===== config.mk =====
export PLATFORM = sky130hd
export DESIGN_NAME = if_stage
export DESIGN_NICKNAME = d
export VERILOG_FILES = /design/src/rtl/riscv_pkg.sv /design/src/rtl/fetch_fifo.sv /design/src/rtl/if_stage.sv
export SDC_FILE = /design/constraint.sdc
export NUM_CORES = 1
export LEC_CHECK = 0
export ABC_AREA = 1
export CORE_MARGIN = 2
export CORE_UTILIZATION = 42
export DETAILED_ROUTE_END_ITERATION = 8
export MAX_ROUTING_LAYER = met4
export PLACE_DENSITY = 0.78
export SLEW_MARGIN = 20
export SYNTH_ARGS = -nofsm -noshare
export SYNTH_HDL_FRONTEND = slang
export SYNTH_SLANG_ARGS = --single-unit

===== constraint.sdc =====
create_clock -name clk -period 9.45 [get_ports clk]
set_clock_uncertainty 0.1 [all_clocks]
set_input_delay 2.835 -clock clk [delete_from_list [all_inputs] [get_ports clk]]
set_output_delay 2.835 -clock clk [all_outputs]
set_load 0.005 [all_outputs]

===== src/rtl/riscv_pkg.sv =====
// rtl/riscv_pkg.sv - shared RISC-V constants and fetch FSM state type
package riscv_pkg;

  // addi x0, x0, 0
  localparam logic [31:0] NOP_INST = 32'h0000_0013;

  localparam logic [6:0] OP_R      = 7'b0110011;
  localparam logic [6:0] OP_I      = 7'b0010011;
  localparam logic [6:0] OP_LOAD   = 7'b0000011;
  localparam logic [6:0] OP_STORE  = 7'b0100011;
  localparam logic [6:0] OP_BRANCH = 7'b1100011;
  localparam logic [6:0] OP_JAL    = 7'b1101111;
  localparam logic [6:0] OP_JALR   = 7'b1100111;
  localparam logic [6:0] OP_AUIPC  = 7'b0010111;
  localparam logic [6:0] OP_LUI    = 7'b0110111;

  typedef enum logic [1:0] {
    RESET_WAIT,
    FETCH,
    FLUSH
  } fetch_state_t;

endpackage


===== src/rtl/fetch_fifo.sv =====
// rtl/fetch_fifo.sv - small shift-style synchronous FIFO with registered head
// Ports:
//   clk, rst        : clock, synchronous active-high reset
//   push, push_data : write request and data (dropped when full)
//   pop             : remove head (ignored when empty)
//   flush           : clear all entries; wins over push and pop
//   count           : current occupancy
//   head            : oldest entry, or EMPTY_VAL when empty
module fetch_fifo #(
  parameter int             W         = 32,
  parameter int             DEPTH     = 2,
  parameter logic [W-1:0]   EMPTY_VAL = '0
) (
  input  logic                         clk,
  input  logic                         rst,
  input  logic                         push,
  input  logic [W-1:0]                 push_data,
  input  logic                         pop,
  input  logic                         flush,
  output logic [$clog2(DEPTH+1)-1:0]   count,
  output logic [W-1:0]                 head
);

  localparam int CW = $clog2(DEPTH + 1);

  // Entry 0 is always the head, so the head output comes straight from a
  // register. Unused slots are held at EMPTY_VAL so an empty FIFO presents
  // EMPTY_VAL on its head without any output mux.
  logic [W-1:0]  r_mem      [DEPTH];
  logic [W-1:0]  w_mem_next [DEPTH];
  logic [CW-1:0] r_count;
  logic [CW-1:0] w_after_pop;
  logic          w_do_pop;
  logic          w_do_push;

  always_comb begin
    w_do_pop    = pop && (r_count != '0);
    w_after_pop = r_count - CW'(w_do_pop);
    w_do_push   = push && (w_after_pop != CW'(DEPTH));
    for (int i = 0; i < DEPTH; i++) begin
      w_mem_next[i] = r_mem[i];
    end
    if (w_do_pop) begin
      for (int i = 0; i < DEPTH - 1; i++) begin
        w_mem_next[i] = r_mem[i+1];
      end
      w_mem_next[DEPTH-1] = EMPTY_VAL;
    end
    for (int i = 0; i < DEPTH; i++) begin
      if (w_do_push && (w_after_pop == CW'(i))) begin
        w_mem_next[i] = push_data;
      end
    end
  end

  always_ff @(posedge clk) begin
    if (rst || flush) begin
      r_count <= '0;
      for (int i = 0; i < DEPTH; i++) begin
        r_mem[i] <= EMPTY_VAL;
      end
    end else begin
      r_count <= w_after_pop + CW'(w_do_push);
      for (int i = 0; i < DEPTH; i++) begin
        r_mem[i] <= w_mem_next[i];
      end
    end
  end

  assign count = r_count;
  assign head  = r_mem[0];

endmodule


===== src/rtl/if_stage.sv =====
// rtl/if_stage.sv - instruction fetch stage with credit-limited imem requests
// Ports:
//   clk, rst                         : clock, synchronous active-high reset
//   imem_req_valid/addr/ready        : fetch request handshake
//   imem_rsp_valid/data              : in-order instruction returns
//   redirect_valid/pc                : taken branch/jump from execute
//   stall, PCen                      : downstream backpressure, issue enable
//   inst_valid, inst, inst_pc        : instruction presented to decode
//   opcode, funct3, funct7           : fields sliced from inst
module if_stage
  import riscv_pkg::*;
#(
  parameter logic [31:0] RESET_PC = 32'h0000_0000
) (
  input  logic        clk,
  input  logic        rst,
  output logic        imem_req_valid,
  output logic [31:0] imem_req_addr,
  input  logic        imem_req_ready,
  input  logic        imem_rsp_valid,
  input  logic [31:0] imem_rsp_data,
  input  logic        redirect_valid,
  input  logic [31:0] redirect_pc,
  input  logic        stall,
  input  logic        PCen,
  output logic        inst_valid,
  output logic [31:0] inst,
  output logic [31:0] inst_pc,
  output logic [6:0]  opcode,
  output logic [2:0]  funct3,
  output logic [6:0]  funct7
);

  fetch_state_t r_state;
  logic [31:0]  r_fetch_pc;

  logic [1:0]   w_outstanding;
  logic [1:0]   w_q_count;
  logic [31:0]  w_tag_head;
  logic [63:0]  w_out_head;
  logic         w_redirect;
  logic         w_rsp_hit;
  logic         w_pop_out;
  logic         w_accept;
  logic [2:0]   w_credit_sum;
  logic [1:0]   w_out_post;
  logic [31:0]  w_redirect_pc;

  assign w_redirect    = redirect_valid && (r_state != RESET_WAIT);
  // A response with nothing outstanding is stray and must not touch state.
  assign w_rsp_hit     = imem_rsp_valid && (w_outstanding != 2'd0);
  assign w_pop_out     = (w_q_count != 2'd0) && !stall;
  assign w_redirect_pc = redirect_pc & ~32'h3;

  // The slot freed by this cycle's output pop counts as credit; otherwise a
  // 1-cycle memory settles at one outstanding plus one queued and issue would
  // stall every other cycle. This never withdraws a pending request: a pop
  // permanently lowers the sum, and responses only move credit between
  // outstanding and the queue.
  assign w_credit_sum  = {1'b0, w_outstanding} + {1'b0, w_q_count} - {2'b00, w_pop_out};

  assign imem_req_valid = (r_state == FETCH) && PCen && !redirect_valid
                          && (w_credit_sum < 3'd2);
  assign w_accept       = imem_req_valid && imem_req_ready;
  assign imem_req_addr  = r_fetch_pc;

  // Outstanding count after this edge; a redirect cycle never issues.
  assign w_out_post = w_outstanding - {1'b0, w_rsp_hit};

  fetch_fifo #(
    .W         (32),
    .DEPTH     (2),
    .EMPTY_VAL (32'h0)
  ) u_tag_q (
    .clk       (clk),
    .rst       (rst),
    .push      (w_accept),
    .push_data (r_fetch_pc),
    .pop       (imem_rsp_valid),
    .flush     (1'b0),
    .count     (w_outstanding),
    .head      (w_tag_head)
  );

  fetch_fifo #(
    .W         (64),
    .DEPTH     (2),
    .EMPTY_VAL ({NOP_INST, 32'h0})
  ) u_out_q (
    .clk       (clk),
    .rst       (rst),
    .push      ((r_state == FETCH) && w_rsp_hit),
    .push_data ({imem_rsp_data, w_tag_head}),
    .pop       (w_pop_out),
    .flush     (w_redirect),
    .count     (w_q_count),
    .head      (w_out_head)
  );

  always_ff @(posedge clk) begin
    if (rst) begin
      r_state    <= RESET_WAIT;
      r_fetch_pc <= RESET_PC;
    end else begin
      case (r_state)
        RESET_WAIT: r_state <= FETCH;
        FETCH: begin
          if (redirect_valid) begin
            r_fetch_pc <= w_redirect_pc;
            r_state    <= (w_out_post != 2'd0) ? FLUSH : FETCH;
          end else if (w_accept) begin
            r_fetch_pc <= r_fetch_pc + 32'd4;
          end
        end
        FLUSH: begin
          if (redirect_valid) begin
            r_fetch_pc <= w_redirect_pc;
          end else if (w_out_post == 2'd0) begin
            r_state <= FETCH;
          end
        end
        default: r_state <= RESET_WAIT;
      endcase
    end
  end

  assign inst_valid = (w_q_count != 2'd0);
  assign inst       = w_out_head[63:32];
  assign inst_pc    = w_out_head[31:0];
  assign opcode     = inst[6:0];
  assign funct3     = inst[14:12];
  assign funct7     = inst[31:25];

endmodule


## Word level (Yosys, flattened, before mapping)

Memory sizes are Yosys's and may differ from the RTL's.
Index checks and enable logic that the tools add are counted.
W data, S select, Z words.

| word-level totals | value |
|---|---|
| register bits after elaboration | 38 |
| latch bits | 0 |
| RAM bits | 192 |
| ROM bits | 0 |
| input port bits | 71 |
| output and inout port bits | 115 |
| word-level logic and storage cells | 82 |
| memories kept | 2 |

Memory list:

| memory | words | bits a word | read ports | clocked after memory_dff | wr ports | line | RTL |
|---|---|---|---|---|---|---|---|
| u_out_q.r_mem | 2 | 64 | 2 | 0 | 2 | fetch_fifo.sv:29 | `logic [W-1:0] r_mem [DEPTH];` |
| u_tag_q.r_mem | 2 | 32 | 2 | 0 | 2 | fetch_fifo.sv:29 |  |

| cells by class | value |
|---|---|
| $add $sub $neg | 7 |
| $mul | 0 |
| divide/modulo/power cells | 0 |
| order comparisons | 1 |
| equality and inequality tests | 11 |
| shift-type cells | 0 |
| multiplexer cells | 25 |
| bitwise operators | 4 |
| reductions and logical operators | 28 |

Operator list:

| kind | number |
|---|---|
| $mux W64 | 5 |
| $mux W32 | 7 |
| $mux W128 | 1 |
| $pmux W32 S2 | 1 |
| $add A32 B3 Y32 const B | 1 |
| $logic_and A1 B1 Y1 | 15 |
| $ne A2 B2 Y1 const B | 6 |
| $reduce_bool A2 Y1 | 5 |
| $mux W2 | 4 |
| $eq A2 B1 Y1 const B | 3 |
| $logic_not A2 Y1 | 3 |
| $mux W1 | 6 |
| $pmux W2 S3 | 1 |
| $reduce_and A3 Y1 | 2 |
| $add A2 B1 Y2 | 2 |
| $or A1 B1 Y1 | 4 |
| $sub A2 B1 Y2 | 2 |
| $add A2 B2 Y3 | 1 |
| $lt A3 B2 Y1 const B | 1 |
| $ne A3 B2 Y1 const B | 1 |
| $sub A3 B1 Y3 | 1 |
| $eq A2 B2 Y1 const B | 1 |
| $logic_not A1 Y1 | 2 |
| $logic_or A1 B1 Y1 | 1 |

## Depth between registers and ports, before layout

Gate-level depths: netlist of the first run.

| logic depth | value |
|---|---|
| depth in word-level cells | 10 |
| mapped depth | 18 |

## Cells and area by module

A second synthesis of the first run with hierarchy kept.

| second synthesis, totals | value |
|---|---|
| cells, all modules | 1786 |
| area total of the unflattened synthesis | 12346.8 um^2 |

By module, submodules not included:

| module | times used | cells each | area each (um^2) | seq. area each (um^2) |
|---|---|---|---|---|
| fetch_fifo (u_out_q) | 1 | 881 | 6318.6 | 2602.5 |
| fetch_fifo (u_tag_q) | 1 | 450 | 3248.1 | 1321.3 |
| if_stage | 1 | 455 | 2780.2 | 640.6 |

## Worst setup path after synthesis of the first run

Ideal clock, no wire load.

| timing path | value |
|---|---|
| path type | input -> output |
| from | input stall |
| to | output imem_req_valid |
| arrival time | 4944 ps |
| setup slack | 1571 ps |
| stages | 11 |
| buffers on the path | 2 |
| cells stage by stage | a21oi_4 -> clkbuf_1 -> ha_1 -> clkinv_1 -> clkbuf_1 -> nand2_1 -> fa_1 -> nand2_1 -> inv_1 -> nand3_1 -> nor2_1 |

| between the ends | value |
|---|---|
| cells in the longest elaborated chain, start to end | 5 |

RTL lines:

| item | line | RTL |
|---|---|---|
| start: declaration | if_stage.sv:24 | `input logic stall,` |
| $logic_not A1 Y1 | if_stage.sv:52 | `assign w_pop_out = (w_q_count != 2'd0) && !stall;` |
| $logic_and A1 B1 Y1 | if_stage.sv:52 |  |
| $sub A3 B1 Y3 | if_stage.sv:60 | `assign w_credit_sum = {1'b0, w_outstanding} + {1'b0, w_q_count} - {2'b00, w_pop_out};` |
| $lt A3 B2 Y1 | if_stage.sv:63 | `&& (w_credit_sum < 3'd2);` |
| $logic_and A1 B1 Y1 | if_stage.sv:63 |  |
| end: declaration | if_stage.sv:17 | `output logic imem_req_valid,` |

Every way passes these cells.

## Final worst setup path of the first run

Ends and elaborated chain as after synthesis.

==> results.cfg, run 1 <==
[yosys]
synth_edf_count = 0
synth_most_common_cell = nand2_1
ys_seq_area_share_pct = 41.0
avgSynthCellArea_um2 = 6.86
synth_area_leader_cell = dfxtp_1
yosysUniqueCellTypes = 34
syn_inst = 1595
ys_ff_latch = 224
synth_ff_type = dfxtp_1
yosysWarnings = 0
synth.area.top_cells = dfxtp_1, nand2_1, a21oi_1
yosys.area.top_type_share_pct = 41.0
yosys-top-cells-count = nand2_1, dfxtp_1, a21oi_1, inv_1, nor2_1
syn_area_mm2 = 0.0109
ys_async_sr_fraction_pct = 0

[power_and_ir_drop]
powerDensity_mw_per_mm2 = 232
power_leakage_nw = 4.70
peakVddDrop_mv = 0.148
p_int_mw = 1.97
p_seq_share_pct = 38.8
total_power_mw = 3.03
pwr-share-clk_pct = 33.2
switching_share_pct = 35.0
p_sw_mw = 1.06
combPwrFrac_pct = 28.1

[global_routing]
first_global_vias = 9484
antenna_found_initial = 0
grt_first_pass_wirelength_mm = 46.5
overflow = 0
grt_max_degree = 92
grt_usage_pct = 21.3

[setup_path]
cpMaxStageDelayCell = clkdlybuf4s50_1
critical_path_arrival_ns = 5.32
path_cells = clkdlybuf4s50_1, a21oi_4, ha_1, clkinv_1, nand2_1, fa_1, nand2_1, inv_1, nand3_1, nor2_1, clkdlybuf4s50_1
crit_path_start_kind = primary input
critical_path_class = primary input to output port
critical_path.max_stage_delay_ns = 0.58
worstPathRequired_ns = 6.52
end_kind = output port
crit_path_max_fanout = 3

[placement]
placed_area_mm2 = 0.0122
portBuffers = 181
place_congestion = 0.873
place_inst = 1939
dpl.hpwl_mm = 18.9

[clocking]
cts.sinks = 224
hold_buffers = 0
clk_latency_ns = 0.53
htree_levels = 1
clockRootBuffer = clkbuf_16
cts_setup_buffers = 0
path_clk_slew_ns = 0.06
cts_inserted_buffers = 25
cts_max_path_buffers = 3
cts_resized = 0
cts_tree = yes

[hold_path]
hp-class = flop to flop

[cells_and_area]
drive_gt1_share_pct = 4.42
num_antenna_cells = 0
stdcell_count = 1985
final_nets = 1709
syn_to_final_growth_pct = 19.7
stdcell_area_mm2 = 0.0131
fin_util_pct = 50.6

[sta]
tightestPinTransition_ns = 1.01
maxSlewHeadroom_pct = 32.7
min_period_ns = 8.26
max_freq_mhz = 121
final.setup.tns_ns = 0
setup_viol = 0
finalMaxSlewViolations = 0
rsz0062_at_grt = false
min_period_over_period_pct = 87.4
hold_violations = 0

[floorplanning]
fp.dieH_um = 165
core_area_mm2 = 0.0258
rows = 59
initial_core_util_pct = 42.3
die-area_mm2 = 0.0273
die_w_um = 165
io-pin-count = 186

[flow_run]
maxCapViolations = 0

[detailed_routing]
drc = 0
postRouteAntennaNets = 0
drtIter0Drc = 1110
wl_per_cell_um = 14.8
via_count = 10454
finalWirelength_mm = 29.4
first_pass_iters = 9
viasPerCell = 5.27

[run_status]
status = finished, final reports clean
==> final cells by class <==
cell class | count | area [um^2]
well taps | 335 | 419
clock buffers | 41 | 766
inverters | 155 | 582
fillers | 2448 | 12800
repair buffers | 195 | 1920
clock inverters | 5 | 92.6
multi-input cells | 1030 | 4830
flip-flops and latches | 224 | 4480
==> cells in the final DEF (no fill, tap or decap), types with 2 or more instances in the layout <==
| cell type | n |
|---|---|
| buf_4 | 14 |
| nor2_2 | 2 |
| xor2_1 | 3 |
| nand3_2 | 2 |
| o22ai_1 | 35 |
| bufinv_16 | 2 |
| clkbuf_8 | 8 |
| ha_1 | 6 |
| conb_1 | 2 |
| o21ai_1 | 46 |
| inv_2 | 7 |
| inv_1 | 146 |
| o21bai_1 | 6 |
| dfxtp_1 | 224 |
| clkinv_1 | 2 |
| clkbuf_1 | 8 |
| nand3_1 | 125 |
| nand4_1 | 33 |
| clkbuf_16 | 25 |
| a31oi_1 | 30 |
| nor2_4 | 4 |
| a21oi_1 | 147 |
| o21ai_0 | 80 |
| nor2_1 | 136 |
| nand2_1 | 361 |
| clkdlybuf4s50_1 | 181 |
| or2_2 | 2 |
==> final timing paths <==
| path | startpoint | to | slack [ns] | cells past startpoint |
|---|---|---|---|---|
| setup / recovery | stall | imem_req_valid | 1.19 | 11 |
| hold / removal | u_tag_q.r_mem[0][33] | u_tag_q.r_mem[0][33] | 0.37 | 2 |
| setup reg to reg | u_tag_q.count[0] | u_out_q.r_mem[0][37] | 5.20 | 8 |
| hold reg to reg | u_tag_q.r_mem[0][33] | u_tag_q.r_mem[0][33] | 0.37 | 2 |
==> logic make-up (layout without fill, tap and decap cells) <==
| family | Yosys count | after routing | share of synthesized area (%) |
|---|---|---|---|
| compound gates | 347 | 347 | 16.9 |
| flops | 224 | 224 | 41.0 |
| fa+ha+maj | 7 | 7 | 0.869 |
| other cells | 1 | 2 | 0.0343 |
| xor+xnor | 5 | 5 | 0.469 |
| buf+inv | 342 | 396 | 15.0 |
| simple gates | 669 | 669 | 25.7 |
==> state kept, by name (all words and copies together) (netlist names) <==
register and flops:
imem_req_addr 30, r_state 2, u_out_q.count 2, u_out_q.r_mem 126
u_tag_q.count 2, u_tag_q.r_mem 62
==> power groups by stage <==
stage | clock network, mW | logic, mW | registers, mW
after floorplan | 0 | 0.589 | 1.14
after global placement | 0 | 0.827 | 1.19
after detailed placement | 0 | 0.844 | 1.19
after CTS | 1.02 | 0.849 | 1.17
after global routing | 1.05 | 0.943 | 1.19
final | 1.00 | 0.851 | 1.17
==> through the flow <==
step | setup slack [ns] | hold slack, ns
3_3_place_gp | 1.27 | 0.346
4_1_cts | 1.20 | 0.364
5_1_grt | 1.06 | 0.394
2_1_floorplan | 1.57 | 0.339
6_report | 1.19 | 0.366
3_5_place_dp | 1.21 | 0.350
==> critical path: cells and delay by family <==
family	cells	cell delay, ns
AO/OA/AOI/OAI	1	0.04
buffers and inverters	4	1.21
AND/OR/NAND/NOR	4	0.41
adder cells (fa/ha/maj)	2	0.82
==> routing by layer <==
| metal | vias to the layer above | GRT usage [%] | part of all wire [%] |
|---|---|---|---|
| met1 | 4738 | 28.4 | 45 |
| li1 | 5198 | - | - |
| met2 | 459 | 33.4 | 44 |
| met5 | - | - | 0 |
| met4 | 0 | 7.25 | 2.8 |
| met3 | 59 | 2.85 | 8.3 |
No activity file was read; power rests on OpenSTA's default activity.
==> run 2: changes to the inputs <==
CTS_CLUSTER_DIAMETER = 80   (was not set)
==> results of run 2 <==
Final layout, timing and power as in run 1 (identical DEF).
